`src/rtl/tone_pkg.sv`:
```
// tone_pkg: shared state encoding, divider sizing and defaults for the square tone generator.
package tone_pkg;

    typedef enum logic [1:0] {IDLE, DIV, RUN} state_t;

    localparam int FREQ_W        = 16;
    localparam int DEF_CLK_HZ    = 50000000;
    localparam int DEF_AMPLITUDE = 10000000;

    // Quotient bits needed so that CLK_HZ/2 (the 1 Hz half-period) still fits.
    function automatic int div_steps(input int clk_hz);
        return $clog2(clk_hz / 2 + 1);
    endfunction

endpackage

```
`src/rtl/seq_divider.sv`:
```
// seq_divider: restoring unsigned divider, one quotient bit per cycle, abortable via clear.
module seq_divider #(
    parameter int W  = 25,
    parameter int DW = 16
) (
    input  logic          clk,
    input  logic          reset,
    input  logic          clear,
    input  logic          start,
    input  logic [W-1:0]  dividend,
    input  logic [DW-1:0] divisor,
    output logic          done,
    output logic [W-1:0]  quotient
);
    localparam int CW = $clog2(W + 1);

    logic [DW-1:0] d, rem, src_rem, src_d, next_rem;
    logic [W-1:0]  q, src_q, next_q;
    logic [DW:0]   shifted;
    logic [CW-1:0] cnt;
    logic          active, fits;

    // The first step runs on the start edge itself so the whole job takes exactly W edges.
    always_comb begin
        src_rem  = start ? '0 : rem;
        src_q    = start ? dividend : q;
        src_d    = start ? divisor : d;
        shifted  = {src_rem, src_q[W-1]};
        fits     = shifted >= {1'b0, src_d};
        next_rem = fits ? shifted[DW-1:0] - src_d : shifted[DW-1:0];
        next_q   = {src_q[W-2:0], fits};
    end

    always_ff @(posedge clk) begin
        if (reset || clear) begin
            active <= 1'b0;
            cnt    <= '0;
            rem    <= '0;
            q      <= '0;
            d      <= '0;
        end else if (start) begin
            active <= 1'b1;
            cnt    <= CW'(W - 1);
            rem    <= next_rem;
            q      <= next_q;
            d      <= divisor;
        end else if (active) begin
            if (cnt == '0) begin
                active <= 1'b0;
            end else begin
                cnt <= cnt - 1'b1;
                rem <= next_rem;
                q   <= next_q;
            end
        end
    end

    assign done     = active && cnt == '0;
    assign quotient = q;

endmodule

```
`src/rtl/square_tone_gen.sv`:
```
// square_tone_gen: gated square-wave sample source whose half-period is CLK_HZ/2 divided by the tone frequency.
module square_tone_gen
    import tone_pkg::*;
#(
    parameter int CLK_HZ    = DEF_CLK_HZ,
    parameter int AMPLITUDE = DEF_AMPLITUDE,
    parameter int SAMPLE_W  = 32
) (
    input  logic                       clk,
    input  logic                       reset,
    input  logic [FREQ_W-1:0]          frequency,
    input  logic                       note_on,
    input  logic                       sample_ready,
    output logic                       sample_valid,
    output logic signed [SAMPLE_W-1:0] sample,
    output logic                       busy
);
    localparam int                          STEPS    = div_steps(CLK_HZ);
    localparam logic [STEPS-1:0]            DIVIDEND = STEPS'(CLK_HZ / 2);
    localparam logic signed [SAMPLE_W-1:0]  POS      = SAMPLE_W'(AMPLITUDE);
    localparam logic signed [SAMPLE_W-1:0]  NEG      = -POS;

    state_t                      state;
    logic                        level, gate_off, start, abort, wrap, div_done;
    logic [STEPS-1:0]            half_period, counter, quotient;
    logic [FREQ_W-1:0]           freq_latched;
    logic signed [SAMPLE_W-1:0]  source;

    always_comb begin
        gate_off = !note_on || frequency == '0;
        start    = !gate_off && (state == IDLE || (state == RUN && frequency != freq_latched));
        abort    = state == DIV && !note_on;
        wrap     = counter == half_period - 1'b1;
        source   = state == IDLE ? '0 : level ? POS : NEG;
    end

    seq_divider #(.W(STEPS), .DW(FREQ_W)) u_div (
        .clk      (clk),
        .reset    (reset),
        .clear    (abort),
        .start    (start),
        .dividend (DIVIDEND),
        .divisor  (frequency),
        .done     (div_done),
        .quotient (quotient)
    );

    always_ff @(posedge clk) begin
        if (reset) begin
            state        <= IDLE;
            busy         <= 1'b0;
            sample_valid <= 1'b0;
            sample       <= '0;
            level        <= 1'b0;
            half_period  <= '0;
            counter      <= '0;
            freq_latched <= '0;
        end else begin
            sample_valid <= 1'b1;
            if (!sample_valid || sample_ready)
                sample <= source;
            if (start)
                freq_latched <= frequency;
            unique case (state)
                IDLE: if (start) begin
                    state <= DIV;
                    busy  <= 1'b1;
                end
                DIV: if (abort) begin
                    state <= IDLE;
                    busy  <= 1'b0;
                    level <= 1'b0;
                end else if (div_done) begin
                    state       <= RUN;
                    busy        <= 1'b0;
                    half_period <= quotient == '0 ? STEPS'(1) : quotient;
                    counter     <= '0;
                end
                RUN: begin
                    counter <= wrap ? '0 : counter + 1'b1;
                    if (wrap)
                        level <= ~level;
                    if (gate_off) begin
                        state <= IDLE;
                        level <= 1'b0;
                    end else if (start) begin
                        state <= DIV;
                        busy  <= 1'b1;
                    end
                end
                default: state <= IDLE;
            endcase
        end
    end

endmodule

```
`config.mk`:
```
export PLATFORM = sky130hd
export DESIGN_NAME = square_tone_gen
export DESIGN_NICKNAME = d
export VERILOG_FILES = /design/src/rtl/tone_pkg.sv /design/src/rtl/seq_divider.sv /design/src/rtl/square_tone_gen.sv
export SDC_FILE = /design/constraint.sdc
export NUM_CORES = 1
export LEC_CHECK = 0
export BUFFER_PORTS_ARGS = -buffer_cell sky130_fd_sc_hd__clkbuf_2
export CAP_MARGIN = 10
export CORE_UTILIZATION = 61
export DETAILED_ROUTE_END_ITERATION = 8
export PLACE_DENSITY = 0.8
export SLEW_MARGIN = 20
export SYNTH_ARGS = -nofsm -noshare
export SYNTH_HDL_FRONTEND = slang
export SYNTH_SLANG_ARGS = --single-unit
```
`constraint.sdc`:
```
create_clock -name clk -period 6.55 [get_ports clk]
set_input_delay 1.31 -clock clk [delete_from_list [all_inputs] [get_ports clk]]
set_output_delay 1.31 -clock clk [all_outputs]
set_load 0.005 [all_outputs]
```
* After elaboration in Yosys (flattened, before gate mapping)
Index checks and enable logic that the tools add are counted.
** Word-level totals
- Flip-flop bits (word level) :: 166
- Input bits :: 20
- Output and inout port bits :: 34
- Word-level logic and storage cells :: 96
** Cells by class
- $add $sub $neg :: 4
- Order comparisons :: 1
- Eq/ne operators :: 11
- Multiplexer cells :: 38
- Bitwise logic cells :: 3
- Reductions and logical operators :: 25
** Operator list (count)
- $mux 25 :: 8
- $mux 16 :: 6
- $mux 32 :: 2
- $pmux 25 s2 :: 1
- $add 25x1->25 const B :: 1
- $eq 25x25->1 :: 1
- $logic_not 25->1 :: 1
- $sub 25x1->25 const B :: 1
- $ge 17x16->1 :: 1
- $logic_not 16->1 :: 1
- $ne 16x16->1 :: 1
- $sub 16x16->16 :: 1
- $mux 5 :: 3
- $reduce_and 3->1 :: 4
- $mux 1 :: 11
- $mux 2 :: 4
- $ne 2x2->1 const B :: 3
- $pmux 2 s3 :: 1
- $logic_not 5->1 :: 1
- $sub 5x1->5 const B :: 1
- $logic_and 1x1->1 :: 4
- $logic_or 1x1->1 :: 4
- $ne 2x1->1 const B :: 2
- $reduce_and 2->1 :: 2
- 12 further kinds :: 17

* Depth between registers and ports, before layout
Gate-level depths: netlist of the first run.
- Word-level depth :: 10
- Depth in mapped cells :: 19

* Modules after synthesis
Synthesis of the first run repeated with hierarchy kept, for this count alone.
** Second synthesis, totals
- Cells, all modules :: 1011
- Area, all modules :: 8179.1 um^2
** By module, submodules not included
- square_tone_gen :: instances 1, cells an instance 551, area an instance 4413.0 um^2
- seq_divider :: instances 1, cells an instance 460, area an instance 3766.1 um^2

* Least setup slack after synthesis of the first run
Ideal clock, no wire load.
- Path type :: input port to flip-flop
- Start :: in frequency[14]
- End :: reg u_div.rem[13]
- Library setup time :: 0.106 ns
- Arrival :: 5.261 ns
- Path slack :: 1.183 ns
- Stages on the path :: 18
- Buffers on the path :: 3
- Path through :: xor2_1 nor4_1 nand4_1 a21oi_1 or2_2 clkbuf_1 clkbuf_1 a21boi_0 ha_1 a21o_1 a21o_1 a211oi_1 nor3b_1 a211oi_1 a211oi_1 clkbuf_1 nand4_1 o311ai_0
** On the way
- Word-level cells in the longest chain between the ends :: 10
- Elaborated cells between the ends (all ways) :: 19
- Classes of those cells :: 1 x add/sub; 1 x order compare; 2 x eq/ne; 7 x mux; 8 x reduce/logical
** Ends and longest elaborated chain
- from (decl) :: RTL line square_tone_gen.sv:11 : input logic [FREQ_W-1:0] frequency,
- $ne 16x16->1 or $logic_not 16->1 (tied branches) :: RTL line square_tone_gen.sv:31, square_tone_gen.sv:30
- $logic_and 1x1->1 or $logic_or 1x1->1 (tied branches) :: RTL line square_tone_gen.sv:31, square_tone_gen.sv:30
- $logic_or 1x1->1 or $logic_not 1->1 (tied branches) :: RTL line square_tone_gen.sv:31 : start = !gate_off && (state == IDLE || (state == RUN && frequency != freq_latched));
- $logic_and 1x1->1 :: RTL line square_tone_gen.sv:31
- $mux 25 (tied with other cells) :: RTL line seq_divider.sv:26 : src_q = start ? dividend : q;
- $sub 16x16->16 or $ge 17x16->1 (tied branches) :: RTL line seq_divider.sv:30, seq_divider.sv:29
- $mux 16 :: RTL line seq_divider.sv:30 : next_rem = fits ? shifted[DW-1:0] - src_d : shifted[DW-1:0];
- $mux 16 :: RTL line seq_divider.sv:48 : if (cnt == '0) begin
- $mux 16 :: RTL line seq_divider.sv:47 : end else if (active) begin
- $mux 16 :: RTL line seq_divider.sv:41 : end else if (start) begin
- to (signal assigned) :: RTL line seq_divider.sv:44 : rem <= next_rem;
- to (signal assigned) :: RTL line seq_divider.sv:52 : rem <= next_rem;
- to (decl) :: RTL line seq_divider.sv:17 : logic [DW-1:0] d, rem, src_rem, src_d, next_rem;
Several ways; a longest one is shown, not always the timed one. The select of a mux whose other input is x is not followed.
A chain may end at the register's enable or synchronous reset.

* Final worst setup path of the first run
- Start :: in frequency[11]
- End :: reg u_div.rem[1]
Same word-level chain as after synthesis.

==> impl_metrics.yaml, run 1 <==
cells_and_area:
  final_cells: 1158
  drive_above_1_share_pct: 11.2
  num_antenna_cells: 0
  design_area_um2: 8480
  syn2layout_area_growth_pct: 10.5
  fillCellCount: 1002
  fin_nets: 1022
  final_common_cell: "nand2_1"
  final_cell_mix: "nand2_1 (179), dfxtp_1 (137), a21oi_1 (80)"
worst_setup_path:
  r2r_start: "freq_latched[11]"
  critPathMaxFanout: 31
  arrival_ps: 5920
  path_class: "input port to flop"
  cp-end-kind: "flop"
  r2r_end: "u_div.rem[1]"
  cp-start-kind: "input port"
  reg2reg_depth: 17
  rrSetupSlack_ps: 1660
  worstPathRequired_ps: 6910
sta:
  hold_violations: 0
  setup_viol: 0
  slew_headroom_pct: 35.4
  period_share_pct: 85.0
  drv_slew: 0
  rsz0062_at_grt: "false"
  fin_crit_ps: 5570
  fmax_ghz: 0.180
  finClkSkew_ps: 10.3
  whs_ps: 464
  tightest_slew_ps: 966
  finalSetupTns_ps: 0
grt:
  grt_overflow_total: 0
  grt_max_degree: 53
  grt_pass1_vias: 6011
  grt_pass1_wl_mm: 29.6
  track_usage_pct: 28.9
  antenna_found_initial: 0
placement:
  hpwlAfterDp_mm: 12.9
  port_buffers: 46
  place_congestion: 0.913
  dpl-instance-area_um2: 7790
  dp_cells: 1126
detailed_routing:
  drtPass1Iterations: 5
  final_antenna_net_count: 0
  routed_via_density: 5.93
  drc: 0
  routed_wl_mm: 18.4
  routed-via-count: 6865
  routedWlPerCell_um: 15.9
  drt-initial-drc-count: 662
status:
  status: "complete, no violations"
clock_network:
  post-cts-setup-buffers: 0
  clock_sinks: 137
  cts.path.max_buffers: 2
  clk_latency_ps: 430
  cts_buffers: 17
  htreeDepth: 4
  cts_resized: 0
  ctsHoldBuffers: 0
  cts_root_buffer: "clkbuf_16"
  clkTransAtPathRegs_ps: 60
  cts_tree: "done"
pwr:
  pwr-share-clk_pct: 44.3
  switching_share_pct: 28.1
  p_leak_uw: 0.00334
  power_frac_seq_pct: 36.8
  share_comb_of_total_power_pct: 18.9
  power.internal_uw: 1810
  vdd_drop_max_mv: 0.212
  p_per_area_nw_per_um2: 296
  power.switching_uw: 706
  power_uw: 2510
floorplanning:
  fp-row-count: 40
  die_h_um: 114
  die_area_um2: 13000
  initial_core_util_pct: 63.1
  die_w_um: 114
  ioPinCount: 54
  coreArea_um2: 12200
worst_hold_path:
  min_from: "u_div.d[0]"
  hp-class: "flop to flop"
  holdPathStages: 2
  hold_end: "u_div.d[0]"
synthesis:
  ys_seq_area_share_pct: 35.7
  synth_top_cell_by_area: "dfxtp_1"
  ys.flop_type: "dfxtp_1"
  synth-seq-cells: 137
  synth.area.top_cells: "dfxtp_1 (36%), nand2_1 (8.8%), a21oi_1 (5.2%)"
  yosysTopAreaCellShare_pct: 35.7
  avgSynthCellArea_um2: 7.88
  synth_edf_count: 0
  ys_async_sr_fraction_pct: 0
  syn_inst: 974
  synth_area_um2: 7680
  yosysWarnings: 0
  ys_types: 74
job:
  maxCapViolations: 0
synth_stat cells, types with 6 or more instances:
library cell / number
a211oi_1: 11
a221oi_1: 6
ha_1: 24
xnor2_1: 41
nand4_1: 21
nand3_1: 21
and3_1: 10
a31oi_1: 13
a21boi_0: 16
nor2_1: 78
and2_1: 16
buf_4: 29
nor3_1: 26
o21ai_0: 26
o211ai_1: 6
dfxtp_1: 137
clkbuf_1: 42
nor2b_1: 7
nand2_1: 179
a21oi_1: 80
xor2_1: 43
or3_1: 7
nor4_1: 20
inv_1: 23
worst max-delay path by stage:
stage	from	end	slack [ps]	depth (start not counted)
after detailed placement	frequency[11]	u_div.rem[4]	730	17
after global routing	frequency[11]	u_div.rem[1]	700	18
after CTS	frequency[11]	u_div.rem[1]	1120	18
after floorplan	frequency[14]	u_div.rem[13]	1180	18
final	frequency[11]	u_div.rem[1]	980	18
after global placement	frequency[11]	u_div.rem[1]	890	18
kinds of logic after synthesis:
| kind of cell | after synthesis | synth area share (%) |
|---|---|---|
| compound gates | 202 | 17.1 |
| xor+xnor | 84 | 9.58 |
| fa+ha+maj | 25 | 4.17 |
| buf+inv | 102 | 6.84 |
| flops | 137 | 35.7 |
| mux | 3 | 0.424 |
| other cells | 1 | 0.0488 |
| simple gates | 420 | 26.1 |
flip-flops by register name, indices dropped and copies added, names as in the netlist:
signal,flops
level,1
u_div.d,16
busy,1
u_div.active,1
u_div.quotient,25
u_div.cnt,5
half_period,25
sample,3
freq_latched,16
sample_valid,1
state,2
u_div.rem,16
counter,25
power by group through the flow:
stage | Combinational, uW | Sequential, uW | Clock [uW]
after floorplan | 356 | 927 | 0
after global placement | 455 | 939 | 0
after detailed placement | 460 | 940 | 0
after CTS | 468 | 922 | 1120
after global routing | 524 | 930 | 1160
final | 476 | 924 | 1110
metrics by stage:
step | worst slack (ps) | util [%]
floorplan | 1180 | -
global placement | 887 | 64.1
detailed placement | 733 | 64.1
CTS | 1120 | 69.7
global route | 695 | 69.7
finish | 984 | 69.7
routing by layer:
metal	wire length [um]	global-route usage [%]	up-vias
met5	0	0	-
met4	455	11.3	0
met3	1080	5.77	43
met2	7980	43.2	243
met1	8850	41.0	3187
li1	-	-	3392
critical path, stage by stage:
cell and delay [ps]:
clkbuf_2 110, xor2_1 150, nor4_1 390, nand4_1 140, a21oi_1 230, or2_2 510
buf_4 370, and2_1 160, ha_1 270, a21o_1 210, a21o_1 190, a211oi_1 340
nor3b_1 330, a211oi_1 190, a211oi_2 240, buf_4 260, mux2_2 350, a21oi_1 130
cell type report:
| class | instances | area (um^2) | share of cell area [%] |
|---|---|---|---|
| multi-input cells | 741 | 4440 | 52.4 |
| flip-flops and latches | 137 | 2740 | 32.3 |
| clock buffers | 22 | 474 | 5.59 |
| repair buffers | 57 | 313 | 3.69 |
| clock inverters | 10 | 211 | 2.49 |
| well taps | 168 | 210 | 2.48 |
| inverters | 23 | 86.3 | 1.02 |
Note: power is estimated with default switching activity, not from simulation.
==> run 2: changes to the inputs <==
==> constraint.sdc (replaced) <==
create_clock -name clk -period 5.8 [get_ports clk]
set_input_delay 1.16 -clock clk [delete_from_list [all_inputs] [get_ports clk]]
set_output_delay 1.16 -clock clk [all_outputs]
set_load 0.005 [all_outputs]
==> run 2 against run 1 <==
Critical path type unchanged. Die area stayed put. Setup slack worse by 380 ps. Utilization shrank 0.29 points. Clock power is essentially flat.
==> impl_metrics.yaml, run 2 (synthesis results as in run 1) <==
sta:
  tightest_slew_ps: 814
  rsz0062_at_grt: "false"
  fin_crit_ps: 5190
  finClkSkew_ps: 8.66
  drv_slew: 0
  finalSetupTns_ps: 0
  slew_headroom_pct: 45.3
  period_share_pct: 89.5
  fmax_ghz: 0.193
  hold_violations: 0
  setup_viol: 0
worst_setup_path:
  rrSetupSlack_ps: 1080
  r2r_start: "state[0]"
  r2r_end: "u_div.rem[10]"
  max_stage_delay_ps: 710
  critPathMaxFanout: 21
  reg2reg_depth: 16
  cp-end-kind: "flop"
  critical_path_buf_inv_count: 2
  cp-start-kind: "input port"
  cp_cell_sequence: "clkbuf_2 -> xor2_1 -> nor4_1 -> nand4_1 -> a21oi_1 -> or2_2 -> buf_4 -> and2_1 -> ha_1 -> a21o_1 -> a21o_1 -> a211oi_1 -> nor3b_1 -> a211oi_1 -> nor4_1 -> a221oi_1 -> nor2_1"
  worst_path_max_delay_cell: "nor4_1"
  arrival_ps: 5550
  worstPathRequired_ps: 6150
  path_delay_family: "simple AND/OR/NAND/NOR gates"
  path_class: "input port to flop"
grt:
  grt_overflow_total: 0
  antenna_found_initial: 0
  grt_max_degree: 53
  grt_pass1_vias: 6163
  grt_pass1_wl_mm: 29.5
  track_usage_pct: 28.4
floorplanning:
  ioPinCount: 54
  coreArea_um2: 12200
  die_h_um: 114
  die_w_um: 114
  initial_core_util_pct: 63.1
  fp-row-count: 40
  die_area_um2: 13000
placement:
  place_congestion: 0.898
  dp_cells: 1129
  port_buffers: 46
  hpwlAfterDp_mm: 12.7
  dpl-instance-area_um2: 7820
clock_network:
  clk_latency_ps: 420
  post-cts-setup-buffers: 0
  clock_sinks: 137
  clkTransAtPathRegs_ps: 60
  ctsHoldBuffers: 0
  cts.path.max_buffers: 2
  cts_resized: 0
  cts_buffers: 17
  cts_root_buffer: "clkbuf_16"
  cts_tree: "done"
  htreeDepth: 4
cells_and_area:
  final_common_cell: "nand2_1"
  design_area_um2: 8450
  syn2layout_area_growth_pct: 10.0
  fillCellCount: 1005
  final_cells: 1162
  fin_nets: 1026
  final_cell_mix: "nand2_1 (179), dfxtp_1 (137), a21oi_1 (80)"
  num_antenna_cells: 0
  drive_above_1_share_pct: 11.5
  final_core_util_pct: 69.4
detailed_routing:
  drc: 0
  drtPass1Iterations: 5
  routed-via-count: 6796
  final_antenna_net_count: 0
  routed_wl_mm: 17.6
  routed_via_density: 5.85
  drt-initial-drc-count: 664
  routedWlPerCell_um: 15.1
pwr:
  power_uw: 2690
  power.internal_uw: 1920
  p_per_area_nw_per_um2: 319
  power.switching_uw: 778
  p_leak_uw: 0.00331
  vdd_drop_max_mv: 0.225
  pwr-share-clk_pct: 41.4
  switching_share_pct: 28.9
  share_comb_of_total_power_pct: 20.0
  power_frac_seq_pct: 38.7
worst_hold_path:
  hp-class: "flop to flop"
  hold_end: "u_div.d[0]"
  min_from: "u_div.d[0]"
  holdPathStages: 2
job:
  maxCapViolations: 0
status:
  status: "complete, no violations"
==> run 2: cell types whose count changed in the layout (fill, tap and decap cells not counted) <==
cell,change
buf_4,+3
bufinv_16,-3
clkinvlp_4,+3
buf_6,+1
clkbuf_1,+1
clkinv_2,-1
clkinv_4,+1
inv_6,-1
==> run 2: worst register-to-register path, stage by stage (launching register included) <==
cell      delay (ps)
dfxtp_1          340
inv_1             90
ha_1             330
a21oi_1          160
nor2_1           650
nand2_1          310
a21boi_0         240
ha_1             390
and3_1           230
o21ai_0          110
nand2_1          120
a21oi_1          110
a211oi_1         480
a211oi_2         200
buf_4            190
or4b_2           640
nand3_1          100
==> run 2: power by group through the flow <==
stage / Clock (uW) / Sequential (uW) / Combinational (uW)
after floorplan: 0 / 1050 / 402
after global placement: 0 / 1060 / 517
after detailed placement: 0 / 1060 / 523
after CTS: 1120 / 1040 / 528
after global routing: 1170 / 1050 / 592
final: 1110 / 1040 / 537
==> run 2: worst max-delay path by stage <==
stage	startpoint	end	slack (ps)	cells after the start
4_1_cts	frequency[11]	u_div.rem[1]	700	17
3_3_place_gp	frequency[11]	u_div.rem[8]	370	17
2_1_floorplan	frequency[14]	u_div.rem[13]	580	18
5_1_grt	frequency[11]	u_div.rem[10]	220	18
3_5_place_dp	frequency[11]	u_div.rem[1]	290	17
6_report	frequency[11]	u_div.rem[8]	610	17
==> run 2: per-stage QoR <==
| stage | worst slack [ps] | hold slack [ps] |
|---|---|---|
| after floorplan | 583 | 436 |
| final | 607 | 469 |
| after global routing | 220 | 501 |
| after global placement | 375 | 448 |
| after detailed placement | 291 | 461 |
| after CTS | 695 | 470 |
==> run 2: cell type report <==
cell class | count | area, um^2 | area share [%]
clock buffer | 23 | 478 | 5.66
clock inverter | 9 | 139 | 1.64
inverter | 23 | 86.3 | 1.02
multi-input combinational | 741 | 4440 | 52.6
sequential | 137 | 2740 | 32.5
tap | 168 | 210 | 2.49
timing repair buffer | 61 | 347 | 4.10
==> run 2: per-layer routing <==
layer	part of all wire, %	global-route usage, %	up-vias
li1	-	-	3395
met1	49	40.4	3147
met2	44	43.7	233
met3	5.6	5.51	21
met4	1.2	8.05	0
met5	0	0	-
